==> src/rtl/rv_pipeline_pkg.sv <==
// Shared definitions for the RV32 5-stage pipeline front end:
// bubble instruction, default reset vector, fetch FSM state encoding
// and a word-alignment helper.
package rv_pipeline_pkg;

  localparam logic [31:0] NOP_INSTR            = 32'h0000_0013;  // ADDI x0,x0,0
  localparam logic [31:0] DEFAULT_RESET_VECTOR = 32'h0000_0000;

  typedef enum logic [1:0] {
    BOOT  = 2'd0,
    FETCH = 2'd1,
    DRAIN = 2'd2
  } fetch_state_e;

  // Instruction fetches are word-aligned; low two address bits are dropped.
  function automatic logic [31:0] align_word(input logic [31:0] addr);
    return addr & 32'hFFFF_FFFC;
  endfunction

endpackage

==> src/rtl/if_fetch_unit_if.sv <==
// Instruction-memory read handshake between the IF stage (master)
// and the instruction memory / cache (slave).
interface if_fetch_unit_if;

  logic        IMEM_READ;
  logic [31:0] IMEM_ADDRESS;
  logic [31:0] IMEM_READDATA;
  logic        IMEM_BUSYWAIT;

  modport master (
    output IMEM_READ,
    output IMEM_ADDRESS,
    input  IMEM_READDATA,
    input  IMEM_BUSYWAIT
  );

  modport slave (
    input  IMEM_READ,
    input  IMEM_ADDRESS,
    output IMEM_READDATA,
    output IMEM_BUSYWAIT
  );

endinterface

==> src/rtl/if_fetch_unit_pc_register.sv <==
// Program counter register: asynchronous reset to RESET_VECTOR,
// loads the next PC only when load_en_i is asserted.
module pc_register #(
  parameter logic [31:0] RESET_VECTOR = 32'h0000_0000
) (
  input  logic        clk_i,
  input  logic        rst_i,
  input  logic        load_en_i,
  input  logic [31:0] pc_d_i,
  output logic [31:0] pc_q_o
);

  logic [31:0] pc_q;

  // PC storage; holds its value unless a new PC is loaded.
  always_ff @(posedge clk_i or posedge rst_i) begin
    if (rst_i) begin
      pc_q <= RESET_VECTOR;
    end else if (load_en_i) begin
      pc_q <= pc_d_i;
    end else begin
      pc_q <= pc_q;
    end
  end

  assign pc_q_o = pc_q;

endmodule

==> src/rtl/if_fetch_unit.sv <==
// IF stage of the RV32 5-stage pipeline. Owns the PC, drives the
// instruction-memory read handshake, applies EX redirects and hazard
// stalls, and presents the fetched word to the IF/ID register.
// A redirect that arrives during a memory miss is parked in a latch
// while the in-flight read drains (DRAIN state), so a request is
// never abandoned mid-transaction.
// Optional feature: define IF_PERF_COUNTERS_EN to add FETCH_COUNT and
// STALL_COUNT saturating performance counters.
module if_fetch_unit #(
  parameter logic [31:0] RESET_VECTOR = rv_pipeline_pkg::DEFAULT_RESET_VECTOR,
  parameter logic [31:0] NOP_INSTR    = rv_pipeline_pkg::NOP_INSTR
) (
  input  logic                   CLK,
  input  logic                   RESET,
  input  logic                   PC_SEL,
  input  logic [31:0]            BRANCH_TARGET,
  input  logic                   HAZARD_STALL,
  if_fetch_unit_if.master        imem,
  output logic [31:0]            INSTRUCTION,
  output logic [31:0]            PC_PLUS_4,
  output logic [31:0]            PC_DIRECT,
  output logic                   BUSYWAIT
`ifdef IF_PERF_COUNTERS_EN
  ,
  output logic [31:0]            FETCH_COUNT,
  output logic [31:0]            STALL_COUNT
`endif
);

  import rv_pipeline_pkg::*;

  fetch_state_e state_q;
  fetch_state_e state_d;
  logic [31:0]  target_q;
  logic [31:0]  target_d;
  logic [31:0]  pc_q;
  logic [31:0]  pc_d;
  logic         pc_load_s;
  logic         mem_busy_s;
  logic         fetch_done_s;

  assign mem_busy_s = imem.IMEM_BUSYWAIT;

  pc_register #(
    .RESET_VECTOR (RESET_VECTOR)
  ) u_pc_register (
    .clk_i     (CLK),
    .rst_i     (RESET),
    .load_en_i (pc_load_s),
    .pc_d_i    (pc_d),
    .pc_q_o    (pc_q)
  );

  // Next-state, redirect latch and next-PC selection with miss/redirect/stall priority.
  always_comb begin
    state_d   = state_q;
    target_d  = target_q;
    pc_d      = pc_q;
    pc_load_s = 1'b0;
    case (state_q)
      BOOT: begin
        state_d = FETCH;
      end
      FETCH: begin
        if (mem_busy_s && PC_SEL) begin
          // Redirect during a miss: park it until the read completes.
          target_d = align_word(BRANCH_TARGET);
          state_d  = DRAIN;
        end else if (mem_busy_s) begin
          pc_load_s = 1'b0;
        end else if (PC_SEL) begin
          // Redirect outranks a hazard stall; the stalled op is flushed downstream.
          pc_d      = align_word(BRANCH_TARGET);
          pc_load_s = 1'b1;
        end else if (HAZARD_STALL) begin
          pc_load_s = 1'b0;
        end else begin
          pc_d      = pc_q + 32'd4;
          pc_load_s = 1'b1;
        end
      end
      DRAIN: begin
        // EX is frozen while draining, so any PC_SEL here is the same redirect.
        if (!mem_busy_s) begin
          pc_d      = target_q;
          pc_load_s = 1'b1;
          state_d   = FETCH;
        end else begin
          pc_load_s = 1'b0;
        end
      end
      default: begin
        state_d = BOOT;
      end
    endcase
  end

  // Fetch FSM state and parked redirect target.
  always_ff @(posedge CLK or posedge RESET) begin
    if (RESET) begin
      state_q  <= BOOT;
      target_q <= 32'h0000_0000;
    end else begin
      state_q  <= state_d;
      target_q <= target_d;
    end
  end

  // Outputs follow state, PC and memory inputs directly so IF/ID sees them this cycle.
  always_comb begin
    imem.IMEM_READ    = (state_q == FETCH) || (state_q == DRAIN);
    imem.IMEM_ADDRESS = pc_q;
    BUSYWAIT          = imem.IMEM_READ & mem_busy_s;
    fetch_done_s      = (state_q == FETCH) && !mem_busy_s;
    if (fetch_done_s) begin
      INSTRUCTION = imem.IMEM_READDATA;
    end else begin
      INSTRUCTION = NOP_INSTR;
    end
    PC_DIRECT = pc_q;
    PC_PLUS_4 = pc_q + 32'd4;
  end

`ifdef IF_PERF_COUNTERS_EN
  logic [31:0] fetch_cnt_q;
  logic [31:0] stall_cnt_q;

  // Saturating counters of completed fetches and pipeline stall cycles.
  always_ff @(posedge CLK or posedge RESET) begin
    if (RESET) begin
      fetch_cnt_q <= 32'h0000_0000;
      stall_cnt_q <= 32'h0000_0000;
    end else begin
      if (fetch_done_s && (fetch_cnt_q != 32'hFFFF_FFFF)) begin
        fetch_cnt_q <= fetch_cnt_q + 32'd1;
      end else begin
        fetch_cnt_q <= fetch_cnt_q;
      end
      if (BUSYWAIT && (stall_cnt_q != 32'hFFFF_FFFF)) begin
        stall_cnt_q <= stall_cnt_q + 32'd1;
      end else begin
        stall_cnt_q <= stall_cnt_q;
      end
    end
  end

  assign FETCH_COUNT = fetch_cnt_q;
  assign STALL_COUNT = stall_cnt_q;
`endif

endmodule
==> src/flat_wrapper.sv <==
// flat-port wrapper written by rule: the top's interface ports become plain ports
module if_fetch_unit_flat import rv_pipeline_pkg::*;
#(
  parameter logic [31:0] RESET_VECTOR = rv_pipeline_pkg::DEFAULT_RESET_VECTOR,
  parameter logic [31:0] NOP_INSTR    = rv_pipeline_pkg::NOP_INSTR
)
  (CLK, RESET, PC_SEL, BRANCH_TARGET, HAZARD_STALL, INSTRUCTION, PC_PLUS_4, PC_DIRECT, BUSYWAIT, imem_IMEM_READ, imem_IMEM_ADDRESS, imem_IMEM_READDATA, imem_IMEM_BUSYWAIT);
  if_fetch_unit_if imem_i ();
  input  logic CLK;
  input  logic RESET;
  input  logic PC_SEL;
  input  logic [31:0] BRANCH_TARGET;
  input  logic HAZARD_STALL;
  output logic [31:0] INSTRUCTION;
  output logic [31:0] PC_PLUS_4;
  output logic [31:0] PC_DIRECT;
  output logic BUSYWAIT;
  output wire logic [$bits(imem_i.IMEM_READ)-1:0] imem_IMEM_READ;
  output wire logic [$bits(imem_i.IMEM_ADDRESS)-1:0] imem_IMEM_ADDRESS;
  input wire logic [$bits(imem_i.IMEM_READDATA)-1:0] imem_IMEM_READDATA;
  input wire logic [$bits(imem_i.IMEM_BUSYWAIT)-1:0] imem_IMEM_BUSYWAIT;
  assign imem_IMEM_READ = imem_i.IMEM_READ;
  assign imem_IMEM_ADDRESS = imem_i.IMEM_ADDRESS;
  assign imem_i.IMEM_READDATA = imem_IMEM_READDATA;
  assign imem_i.IMEM_BUSYWAIT = imem_IMEM_BUSYWAIT;
  if_fetch_unit #(.RESET_VECTOR(RESET_VECTOR), .NOP_INSTR(NOP_INSTR)) u_core (.CLK(CLK), .RESET(RESET), .PC_SEL(PC_SEL), .BRANCH_TARGET(BRANCH_TARGET), .HAZARD_STALL(HAZARD_STALL), .imem(imem_i), .INSTRUCTION(INSTRUCTION), .PC_PLUS_4(PC_PLUS_4), .PC_DIRECT(PC_DIRECT), .BUSYWAIT(BUSYWAIT));
endmodule
==> config.mk <==
export PLATFORM = sky130hd
export DESIGN_NAME = if_fetch_unit_flat
export DESIGN_NICKNAME = d
export VERILOG_FILES = /design/src/rtl/rv_pipeline_pkg.sv /design/src/rtl/if_fetch_unit_if.sv /design/src/rtl/if_fetch_unit_pc_register.sv /design/src/rtl/if_fetch_unit.sv /design/src/flat_wrapper.sv
export SDC_FILE = /design/constraint.sdc
export NUM_CORES = 1
export LEC_CHECK = 0
export BUFFER_PORTS_ARGS = -buffer_cell sky130_fd_sc_hd__clkbuf_2
export CELL_PAD_IN_SITES_DETAIL_PLACEMENT = 2
export CELL_PAD_IN_SITES_GLOBAL_PLACEMENT = 2
export CORE_MARGIN = 2
export CORE_UTILIZATION = 27
export DETAILED_ROUTE_END_ITERATION = 7
export GPL_ROUTABILITY_DRIVEN = 0
export GPL_TIMING_DRIVEN = 0
export HOLD_SLACK_MARGIN = 0.12
export PLACE_DENSITY = 0.79
export SLEW_MARGIN = 20
export SYNTH_ARGS = -nofsm -noshare
export SYNTH_HDL_FRONTEND = slang
export SYNTH_SLANG_ARGS = --single-unit
export TNS_END_PERCENT = 5
==> constraint.sdc <==
create_clock -name CLK -period 3 [get_ports CLK]
set_clock_uncertainty 0.05 [all_clocks]
set_input_delay 0.15 -clock CLK [delete_from_list [all_inputs] [get_ports CLK]]
set_output_delay 0.15 -clock CLK [all_outputs]
set_load 0.1 [all_outputs]
# Yosys cells after proc, flatten, opt, wreduce, memory -nomap -nowiden
# Index checks and enable logic that the tools add are counted.
# totals
regBits	64
latch_bits	0
ramBits	0
mem_bits_ro	0
input_bits	69
output_inout_bits	130
mem_count	0
# classes
add_sub_neg	1
multipliers	0
div_mod_pow	0
order_cmp	0
eq_ne	7
n_shift	0
n_mux	16
bitwise_logic	1
n_reduce_logical	9
# op_table
op	n
32-bit two-way mux	6
32-bit case mux with 2 select lines	1
32-bit by 3-bit adder with 32-bit output (second input constant)	1
2-bit != test (second input constant)	3
2-bit case mux with 3 select lines	1
6-bit AND reduction	1
1-bit two-way mux	5
2-bit two-way mux	2
2-bit AND reduction	2
3-bit != test (second input constant)	1
2-bit by 1-bit equality test with 1-bit output (second input constant)	1
2-bit equality test (second input constant)	1
1-bit logical AND	2
2-bit zero test	1
2-bit by 1-bit != test with 1-bit output (second input constant)	1
1-bit case mux with 2 select lines	1
2-bit nonzero test	1
1-bit AND	1
1-bit zero test	1
1-bit logical OR	1

# Depth between registers and ports, before layout
# logic_depth
ltp_word	6
depth_mapped	9
mapped_depth_nobuf	6

# By module
# A second synthesis with hierarchy kept.
# hier_totals
cells_unflattened	543
hier_area_um2	5112.4
# modules_own_cells
module	n_inst	cells_each	area_per_inst_um2	seq_area_each_um2
if_fetch_unit	1	474	3763.6	800.8
pc_register	1	69	1348.8	800.8

# Worst setup path after synthesis
# No wires, ideal clock.
# synth_timing
path_type	reg2out
startpoint	reg u_core.u_pc_register.pc_q[7] (netlist: u_core.u_pc_register.pc_q_o[7])
endpoint	out PC_PLUS_4[31]
arrival_ns	3.821
required_ns	2.800
setup_slack_ns	-1.021
path_stages_with_launch	6
cell_sequence	dfrtp_1 -> nand3_1 -> buf_2 -> nor4_1 -> nand3_1 -> xnor2_1
# synth_via
elab_chain_len	1
# synth_lines
element	line	text
from (decl)	if_fetch_unit_pc_register.sv:13	logic [31:0] pc_q;
from (signal assigned)	if_fetch_unit_pc_register.sv:20	pc_q <= pc_d_i;
from (signal assigned)	if_fetch_unit_pc_register.sv:22	pc_q <= pc_q;
32-bit by 3-bit adder with 32-bit output	if_fetch_unit.sv:121	PC_PLUS_4 = pc_q + 32'd4;
to (decl)	flat_wrapper.sv:15	output logic [31:0] PC_PLUS_4;
# No other way between the ends.

# Final worst setup path
# layout_timing
startpoint	reg u_core.u_pc_register.pc_q[3] (netlist: u_core.u_pc_register.pc_q_o[3])
endpoint	out PC_PLUS_4[22]
# Same word-level chain as after synthesis.

==> results.yml <==
setup_path:
  critPathSlowestCell: "or4_4"
  path_cells: "ha_2 -> nand3_2 -> or4_4 -> nor3_2 -> xnor2_1 -> clkbuf_8"
  r2r_start: "u_core.state_q[0]"
  cp_num_buf_inv: 1
  startpoint_type: "register"
  cp.required_ns: 2.80
  worstSetupPathType: "register to output pin"
  worstPathArrival_ns: 2.74
  crit_fanout: 6
  startpoint: "u_core.u_pc_register.pc_q_o[3]"
  cp_slowest_stage_delay_ns: 0.55
  endpoint_kind: "output pin"
  crit_family: "simple AND/OR/NAND/NOR gates"
drt:
  vias_per_cell: 5.304
  via_count: 5235
  routedWlPerCell_um: 22.19
  drtPass1Iterations: 4
  ant_nets: 0
  drc: 0
  drtIter0Drc: 272
  wl_um: 21900
timing:
  setup_violations: 0
  fin_ws_ns: 0.05633
  worst_slew_pin_slew_ns: 0.7999
  hold_violations: 0
  max_freq_mhz: 339.7
  drv_slew: 0
  slew_headroom: 0.4667
  timing.final.crit_period_ns: 2.944
  timing.final.crit_share: 0.9812
  rsz0062_at_grt: "no"
global_route:
  antenna_found_initial: 1
  gr-total-overflow: 0
  grt.total_usage: 0.2459
  grt_start_max_net_pins: 47
  grt_pass1_wl_um: 34060
  grt_pass1_vias: 5856
clocking:
  cts_made_buffers: 9
  path_clk_slew_ns: 0.07
  cts_tree: "built"
  cts_max_level: 3
  max-clock-path-buffers: 2
  clock_sinks: 62
  clkLatencyLatePin_ns: 0.35
  clock-root-buffer: "clkbuf_16"
cells_and_area:
  final_util: 0.4055
  area_growth_syn_to_layout_pct: 46.94
  drive_gt1_frac: 0.4217
  fin_nets: 834
place:
  dp_slack_ns: -0.1381
  hpwl_um: 15240
  io_buffers: 188
yosys:
  async_reset_ff_frac: 1.000
  synth_area_leaders: "dfrtp_1 (34%), mux2_2 (7.1%), buf_4 (6.2%)"
  synth_top_cell_by_area: "dfrtp_1"
  synthCells: 526
  ys_ff_latch: 62
  ys.flop_type: "dfrtp_1"
  synth_cell_type_count: 57
  yosysWarnings: 0
  yosysSeqAreaShare: 0.3390
  synth_edf_count: 0
  yosysTopAreaCellShare: 0.3390
  avgSynthCellArea_um2: 8.701
  mappedNetlistArea_um2: 4577
floorplanning:
  die_h_um: 134.2
  initial_core_util: 0.2760
  core_um2: 16580
  rows: 47
  die_w_um: 134.2
  dieArea_um2: 18010
  pin_count: 199
worst_hold_path:
  hp-class: "input pin to asynchronous set/reset pin"
status:
  outcome: "completed"
run:
  drv_cap: 0
-- worst min-delay path: cells and delay by family --
kind | cells | cell delay (ns)
buf+inv | 3 | 0.86
-- kinds of logic (layout without fill, tap and decap cells) --
logic type / count (synthesis) / count (layout) / share of synthesized area
and+or+nand+nor: 202 / 202 / 0.2490
buffers and inverters: 97 / 332 / 0.1115
AOI/OAI and AO/OA: 94 / 94 / 0.1433
DFF: 62 / 62 / 0.3390
muxes: 41 / 41 / 0.09759
xor gates and xnor gates: 25 / 25 / 0.04784
adders and majority gates: 4 / 4 / 0.01094
other: 1 / 7 / 0.0008193
-- final timing paths --
check	end	slack, ns	cells past startpoint
hold reg to reg	u_core.target_q[13]	0.45	2
setup reg to reg	u_core.u_pc_register.pc_q_o[4]	0.24	9
hold / removal	u_core.u_pc_register.pc_q_o[8]	0.24	3
setup / recovery	PC_PLUS_4[22]	0.06	6
max in group asynchronous	u_core.target_q[23]	2.12	4
min in group CLK	u_core.state_q[1]	0.31	3
-- layout make-up --
cell class	instances	area, um2
clock buffer	9	225.2
buffer	71	415.4
clock inverter	7	80.08
inverter	25	96.34
tap	220	275.3
sequential	62	1555
antenna	1	2.502
fill	1883	9858
timing repair buffer	220	1328
multi-input combinational	372	2748
-- synth_stat cells (2+ instances only) --
library cell	count
nor4b_1	2
a31oi_1	4
ha_1	4
or4_1	4
buf_2	2
buf_4	38
or3_1	5
nor4_1	16
nand3_1	18
a31o_2	2
xor2_1	4
mux2_2	29
and2_1	32
a211oi_1	3
clkbuf_1	29
dfrtp_1	62
o21a_1	4
o311ai_0	2
a22o_1	10
nand4_1	14
o22ai_1	7
and4_1	8
mux2i_1	12
or2_2	5
nor2b_1	4
nor3_1	18
a21oi_1	18
nand2_1	41
a311o_1	6
nand3b_1	2
inv_1	24
buf_1	2
xnor2_1	21
a21boi_0	3
o211a_1	2
o211ai_1	8
o21ai_0	16
nor2_1	22
nand2b_1	5
-- sequential cells by signal, summed over array words and instances, names as in the netlist --
signal and flops:
u_core.state_q 2, u_core.target_q 30, u_core.u_pc_register.pc_q_o 30
-- through the flow --
stage               cells  setup TNS (ns)  instance area (um2)  hold WS [ns]
global placement      939         -0.1132                 5932        0.3579
detailed placement    940         -0.1704                 5962       0.06384
CTS                   987         -0.1036                 6653        0.2648
finish                987               0                 6725        0.2369
floorplan             531          -6.876                 4716        0.2506
global route          986               0                 6723        0.2687
-- layout by cell type (no fill, tap or decap), types with 9 or more instances in the layout --
cell type	n
a21oi_1	18
a22o_1	10
and2_1	32
buf_4	41
clkbuf_1	27
clkbuf_16	9
clkbuf_2	174
dfrtp_1	59
dlygate4sd3_1	31
inv_1	23
mux2_2	29
mux2i_1	12
nand2_1	40
nand3_1	16
nand4_1	14
nor2_1	22
nor3_1	15
nor4_1	10
o21ai_0	16
xnor2_2	13
-- layer usage --
metal	global-route usage	up-vias	part of all wire
met1	0.2995	2628	0.40
met2	0.4303	245	0.52
met5	0	-	0
li1	-	2316	-
met3	0.04346	46	0.056
met4	0.09766	0	0.026
-- timing repair --
item / in CTS / in global routing
pin swaps: 0 / 1
setup buffers: 0 / 0
setup endpoints to repair: 17 / 69
hold buffers: 31 / 0
resized for setup: 17 / 36
endpoints found under the hold margin: 95 / 0
Power is not shown: default switching activity piles up to over one toggle a cycle in this logic, so the estimate is an artifact.
